==> src/rtl/kong_motion_ctl.sv <==
// rtl/kong_motion_ctl.sv - Kong sprite motion controller: intro climb, walk, jump
//
// Runs the intro climb from (INIT_XPOS, INIT_YPOS) up to PLATFORM_YPOS, then
// handles walking left/right and jumping with air control. All sprite outputs
// are registered.
//
// Ports:
//   clk, rst          : clock, synchronous active-high reset
//   start             : begin intro climb (sampled only in IDLE)
//   left, right       : level walk requests (opposing requests cancel)
//   jump              : level jump request (sampled only in WALK)
//   xpos, ypos        : sprite top-left corner
//   char_w, char_h    : constant sprite size
//   on_platform       : in WALK / JUMP_UP / JUMP_DOWN
//   airborne          : in JUMP_UP / JUMP_DOWN
//   climb_done        : one-cycle pulse on arrival at the platform

module kong_motion_ctl #(
    parameter int JUMP_HEIGHT   = 58,
    parameter int JUMP_TICKS    = 1_400_000,
    parameter int MOVE_TICKS    = 250_000,
    parameter int INIT_XPOS     = 484,
    parameter int INIT_YPOS     = 672,
    parameter int PLATFORM_YPOS = 175,
    parameter int CHAR_W        = 48,
    parameter int CHAR_H        = 64,
    parameter int X_MIN         = 0,
    parameter int X_MAX         = 1024 - 48,
    parameter int POS_W         = 11
) (
    input  logic             clk,
    input  logic             rst,
    input  logic             start,
    input  logic             left,
    input  logic             right,
    input  logic             jump,
    output logic [POS_W-1:0] xpos,
    output logic [POS_W-1:0] ypos,
    output logic [POS_W-1:0] char_w,
    output logic [POS_W-1:0] char_h,
    output logic             on_platform,
    output logic             airborne,
    output logic             climb_done
);

    localparam int MCW = (MOVE_TICKS > 1) ? $clog2(MOVE_TICKS) : 1;
    localparam int JCW = (JUMP_TICKS > 1) ? $clog2(JUMP_TICKS) : 1;

    localparam logic [MCW-1:0]   MOVE_LAST = MCW'(MOVE_TICKS - 1);
    localparam logic [JCW-1:0]   JUMP_LAST = JCW'(JUMP_TICKS - 1);
    localparam logic [POS_W-1:0] X_MIN_P   = POS_W'(X_MIN);
    localparam logic [POS_W-1:0] X_MAX_P   = POS_W'(X_MAX);
    localparam logic [POS_W-1:0] INIT_X_P  = POS_W'(INIT_XPOS);
    localparam logic [POS_W-1:0] INIT_Y_P  = POS_W'(INIT_YPOS);
    localparam logic [POS_W-1:0] PLAT_P    = POS_W'(PLATFORM_YPOS);
    localparam logic [POS_W-1:0] HEIGHT_P  = POS_W'(JUMP_HEIGHT);
    localparam logic [POS_W-1:0] ONE_P     = POS_W'(1);

    // The jump apex is base - JUMP_HEIGHT in unsigned arithmetic; base starts
    // at the platform, so the platform must sit at least one jump below 0.
    if (PLATFORM_YPOS < JUMP_HEIGHT) begin : g_bad_params
        $error("kong_motion_ctl: PLATFORM_YPOS must be >= JUMP_HEIGHT");
    end

    typedef enum logic [2:0] {
        S_IDLE,
        S_CLIMB,
        S_WALK,
        S_JUMP_UP,
        S_JUMP_DOWN
    } state_t;

    state_t           state_q, state_d;
    logic [MCW-1:0]   mcnt_q, mcnt_d;
    logic [JCW-1:0]   jcnt_q, jcnt_d;
    logic [POS_W-1:0] xpos_q, xpos_d;
    logic [POS_W-1:0] ypos_q, ypos_d;
    logic [POS_W-1:0] base_q, base_d;
    logic             on_platform_q, on_platform_d;
    logic             airborne_q, airborne_d;
    logic             climb_done_q, climb_done_d;

    logic             in_jump;
    logic             move_tick;
    logic             jump_tick;
    logic             climb_arrive;
    logic [POS_W-1:0] apex;

    assign in_jump   = (state_q == S_JUMP_UP) || (state_q == S_JUMP_DOWN);
    assign move_tick = (state_q != S_IDLE) && (mcnt_q == MOVE_LAST);
    assign jump_tick = in_jump && (jcnt_q == JUMP_LAST);
    assign apex      = base_q - HEIGHT_P;

    // Arrival covers both the normal last step and a start position that is
    // already at or above the platform.
    assign climb_arrive = (ypos_q <= PLAT_P) || ((ypos_q - ONE_P) == PLAT_P);

    // State register (plus datapath flops)
    always_ff @(posedge clk) begin
        if (rst) begin
            state_q       <= S_IDLE;
            mcnt_q        <= '0;
            jcnt_q        <= '0;
            xpos_q        <= INIT_X_P;
            ypos_q        <= INIT_Y_P;
            base_q        <= PLAT_P;
            on_platform_q <= 1'b0;
            airborne_q    <= 1'b0;
            climb_done_q  <= 1'b0;
        end else begin
            state_q       <= state_d;
            mcnt_q        <= mcnt_d;
            jcnt_q        <= jcnt_d;
            xpos_q        <= xpos_d;
            ypos_q        <= ypos_d;
            base_q        <= base_d;
            on_platform_q <= on_platform_d;
            airborne_q    <= airborne_d;
            climb_done_q  <= climb_done_d;
        end
    end

    // Next-state logic
    always_comb begin
        state_d = state_q;
        case (state_q)
            S_IDLE:      if (start) state_d = S_CLIMB;
            S_CLIMB:     if (move_tick && climb_arrive) state_d = S_WALK;
            S_WALK:      if (jump) state_d = S_JUMP_UP;
            S_JUMP_UP:   if (jump_tick && ((ypos_q - ONE_P) == apex)) state_d = S_JUMP_DOWN;
            S_JUMP_DOWN: if (jump_tick && ((ypos_q + ONE_P) == base_q)) state_d = S_WALK;
            default:     state_d = S_IDLE;
        endcase
    end

    // Tick counters and coordinates
    always_comb begin
        mcnt_d = mcnt_q;
        jcnt_d = jcnt_q;
        xpos_d = xpos_q;
        ypos_d = ypos_q;
        base_d = base_q;

        // Move counter rests at 0 in IDLE, so entering CLIMB starts a full period.
        if (state_q == S_IDLE) begin
            mcnt_d = '0;
        end else if (move_tick) begin
            mcnt_d = '0;
        end else begin
            mcnt_d = mcnt_q + 1'b1;
        end

        // Jump counter rests at 0 outside the jump states, so each jump starts fresh.
        if (!in_jump || jump_tick) begin
            jcnt_d = '0;
        end else begin
            jcnt_d = jcnt_q + 1'b1;
        end

        // Horizontal movement, including air control during jumps.
        if (move_tick && ((state_q == S_WALK) || in_jump)) begin
            if (left && !right && (xpos_q > X_MIN_P)) begin
                xpos_d = xpos_q - ONE_P;
            end else if (right && !left && (xpos_q < X_MAX_P)) begin
                xpos_d = xpos_q + ONE_P;
            end
        end

        case (state_q)
            S_CLIMB: begin
                // A start position at/above the platform snaps onto it.
                if (move_tick) begin
                    ypos_d = (ypos_q <= PLAT_P) ? PLAT_P : (ypos_q - ONE_P);
                end
            end
            S_WALK: begin
                if (jump) base_d = ypos_q;
            end
            S_JUMP_UP: begin
                if (jump_tick) ypos_d = ypos_q - ONE_P;
            end
            S_JUMP_DOWN: begin
                if (jump_tick) ypos_d = ypos_q + ONE_P;
            end
            default: ;
        endcase
    end

    // Output logic: flags are computed from the next state so that the
    // registered copies line up with the registered state.
    always_comb begin
        on_platform_d = (state_d == S_WALK) || (state_d == S_JUMP_UP) || (state_d == S_JUMP_DOWN);
        airborne_d    = (state_d == S_JUMP_UP) || (state_d == S_JUMP_DOWN);
        climb_done_d  = (state_q == S_CLIMB) && (state_d == S_WALK);
    end

    assign xpos        = xpos_q;
    assign ypos        = ypos_q;
    assign char_w      = POS_W'(CHAR_W);
    assign char_h      = POS_W'(CHAR_H);
    assign on_platform = on_platform_q;
    assign airborne    = airborne_q;
    assign climb_done  = climb_done_q;

endmodule

==> config.mk <==
export PLATFORM = sky130hd
export DESIGN_NAME = kong_motion_ctl
export DESIGN_NICKNAME = d
export VERILOG_FILES = /design/src/rtl/kong_motion_ctl.sv
export SDC_FILE = /design/constraint.sdc
export NUM_CORES = 1
export LEC_CHECK = 0
export BUFFER_PORTS_ARGS = -buffer_cell sky130_fd_sc_hd__buf_2
export CAP_MARGIN = 10
export CELL_PAD_IN_SITES_DETAIL_PLACEMENT = 1
export CELL_PAD_IN_SITES_GLOBAL_PLACEMENT = 1
export CORE_MARGIN = 2
export CORE_UTILIZATION = 35
export DETAILED_ROUTE_END_ITERATION = 12
export PLACE_DENSITY = 0.72
export SLEW_MARGIN = 0
export SYNTH_ARGS = -nofsm -noshare
export SYNTH_HDL_FRONTEND = slang
export SYNTH_SLANG_ARGS = --single-unit
export TNS_END_PERCENT = 20
==> constraint.sdc <==
create_clock -name clk -period 3.55 [get_ports clk]
set_input_delay 0.8875 -clock clk [delete_from_list [all_inputs] [get_ports clk]]
set_output_delay 0.8875 -clock clk [all_outputs]
set_load 0.02 [all_outputs]
==> results.txt <==
outcome = finished, final reports clean
worst min path class = flip-flop to flip-flop
die height = 125 um
dpl cells = 837
GR peak layer = met2
layout cell share with drive strength beyond 1 = 0.118
vias per cell = 5.44
Starting Density = 0.354
Syn Area/Cell = 7.91 um2
Avg WL per Cell = 17.4 um
nets = 686
Area after DPL = 0.00533 mm2
global-route wire length before repair = 24600 um
post-CTS setup buffer count = 0
Tmin final = 3.17 ns
Via Count = 4638
Slew @ Worst Pin = 0.752 ns
PD cells = 342 mW/mm2
CP arrival = 3.47 ns
startpoint types = flip-flop
initial antenna violation count = 1
Antenna diodes = 0
total chip power = 1.92 mW
Max-slew headroom = 0.498
Synth async-reset ratio = 0
Max VDD drop = 0.000320 V
Pre-antenna DRT Iters = 4
hold violation count in the final report = 0
Inserted Clock Buffers = 9
chip width = 125 um
Clock Skew = 0.00778 ns
Yosys warnings = 0
Post-CTS Resized = 0
Synth top area share = 0.307
Crit. End Element = flip-flop
met3 usage = 0.0494
Final Cell Area = 0.00563 mm2
Area contributors post-synth = dfxtp_1 (31%), xnor2_1 (7.9%), nor2_1 (6.0%)
Layout Area Growth over Synthesis = 10.6%
post-route ant nets = 0
Core Rows = 44
CP most frequent cell = a31oi_1
Die Area = 0.0155 mm2
Yosys cell types = 77
Top FF cell, synth = dfxtp_1
Final Worst Setup Slack = 0.375 ns
hold buffers post-CTS = 0
max_cap viols = 0
GRT overflow = 0
TNS Setup = 0 ns
Final Non-Filler Cells = 853
synthesized cell area = 0.00509 mm2
CTS H-tree depth = 3
largest fanout on the critical path = 8
drt first-iter violations = 239
largest net degree at the start of global routing = 22
Critical Path RT = 3.84 ns
number of global-route vias before repair = 4869
total routed wirelength = 14800 um
top achievable clock speed = 0.315 GHz
CTS tree = done
clock root buffer = clkbuf_16
Port Buffers = 30
part of the cycle the worst path needs = 0.894
WS Path Type = flip-flop to flip-flop
# DRC = 0
CP peak stage delay = 0.37 ns
clk buf depth = 2
Clk Latency, worst-skew pair = 0.36 ns
CP max stage cell = dfxtp_1
Core ar. = 0.0144 mm2
RSZ-0062 raised after global routing = false
Placer Congestion = 0.913
IO Count = 53
gr usage total = 0.196
Core Util, Final = 0.392
Setup-failing EPs final = 0
register area share after synthesis = 0.307
post-synth top area cell = dfxtp_1
commonest non-fill, non-tap cell in the layout = nor2_1
Final Max Slew Viols = 0
worst-path cell chain = nor4_1, a311o_1, inv_1, buf_4, ha_1, nor2b_1, o2111ai_1, a31oi_1, a31oi_1, xnor2_1, or3_1, a21oi_1
met1 usage = 0.245
Synth Instances = 644
Worst-path clk slew = 0.06 ns
dpl hpwl = 11000 um
worst slack, placed = 0.133 ns
post-synthesis sequential element count = 78
M2 GR Usage = 0.329
final hold slack = 0.462 ns
static leakage = 2.05 nW
commonest non-fill, non-tap cells in the layout = nor2_1 (82), dfxtp_1 (78), nand2_1 (60), xnor2_1 (46), nor3_1 (31)
CTS sink count = 78
Post-synth EDFFs = 0
==> power breakdown <==
part / total (mW) / switching [mW] / internal [mW]
Sequential: 0.881 / 0.00357 / 0.877
Clock: 0.958 / 0.393 / 0.565
Combinational: 0.0855 / 0.0610 / 0.0245
Total: 1.92 / 0.458 / 1.47
==> cell families after synthesis <==
kind of cell             count (synthesis)  synth area share
AND/OR/NAND/NOR                        281             0.284
AO/OA/AOI/OAI                          121             0.169
flip-flops                              78             0.307
buffers and inverters                   75            0.0752
XOR/XNOR                                68             0.117
adder cells (fa/ha/maj)                 16            0.0408
multiplexers                             3           0.00614
other                                    2           0.00148
==> critical path: cells and delay by family, from the launching register on <==
family	cells	cell delay (ns)
flops	1	0.37
fa+ha+maj	1	0.31
compound gates	5	1.08
simple gates	3	0.93
buf+inv	2	0.27
xor+xnor	1	0.15
==> cell usage after synthesis, types with 4 or more instances <==
| cell type | instances |
|---|---|
| a211oi_1 | 5 |
| a21o_1 | 6 |
| a21oi_1 | 25 |
| a31oi_1 | 6 |
| and2_1 | 5 |
| and3_1 | 12 |
| and4_1 | 4 |
| buf_2 | 9 |
| buf_4 | 22 |
| clkbuf_1 | 19 |
| dfxtp_1 | 78 |
| ha_1 | 15 |
| inv_1 | 24 |
| nand2_1 | 60 |
| nand2b_1 | 5 |
| nand3_1 | 24 |
| nand4_1 | 11 |
| nor2_1 | 82 |
| nor2b_1 | 5 |
| nor3_1 | 31 |
| nor4_1 | 6 |
| o211ai_1 | 12 |
| o21a_1 | 4 |
| o21ai_0 | 21 |
| o21ai_1 | 6 |
| or3_1 | 7 |
| xnor2_1 | 46 |
| xor2_1 | 22 |
==> state kept, by name (all words and copies together) (netlist names) <==
signal       cells
base_q          11
on_platform      1
ypos            11
state_q          3
xpos            11
jcnt_q          21
climb_done       1
airborne         1
mcnt_q          18
==> worst paths after layout <==
check | startpoint | cells after the start | end | slack [ns]
worst min register to register | mcnt_q[0] | 1 | mcnt_q[0] | 0.46
worst max-delay path | xpos[3] | 12 | xpos[10] | 0.38
worst min-delay path | mcnt_q[0] | 1 | mcnt_q[0] | 0.46
worst max register to register | xpos[3] | 12 | xpos[10] | 0.38
==> metal layers <==
metal | wire, um | part of all wire | vias up
li1 | - | - | 2263
met1 | 6740 | 0.45 | 2272
met2 | 7140 | 0.48 | 77
met3 | 692 | 0.047 | 26
met4 | 251 | 0.017 | 0
met5 | 0 | 0 | -
==> final cells by class <==
cell class / instances / area [um2]
repair buffers: 40 / 225
fillers: 1741 / 8740
clock buffers: 11 / 243
flip-flops and latches: 78 / 1560
inverters: 24 / 90.1
multi-input cells: 511 / 3220
clock inverters: 5 / 57.6
well taps: 184 / 230
Note: power is estimated with default switching activity, not from simulation.
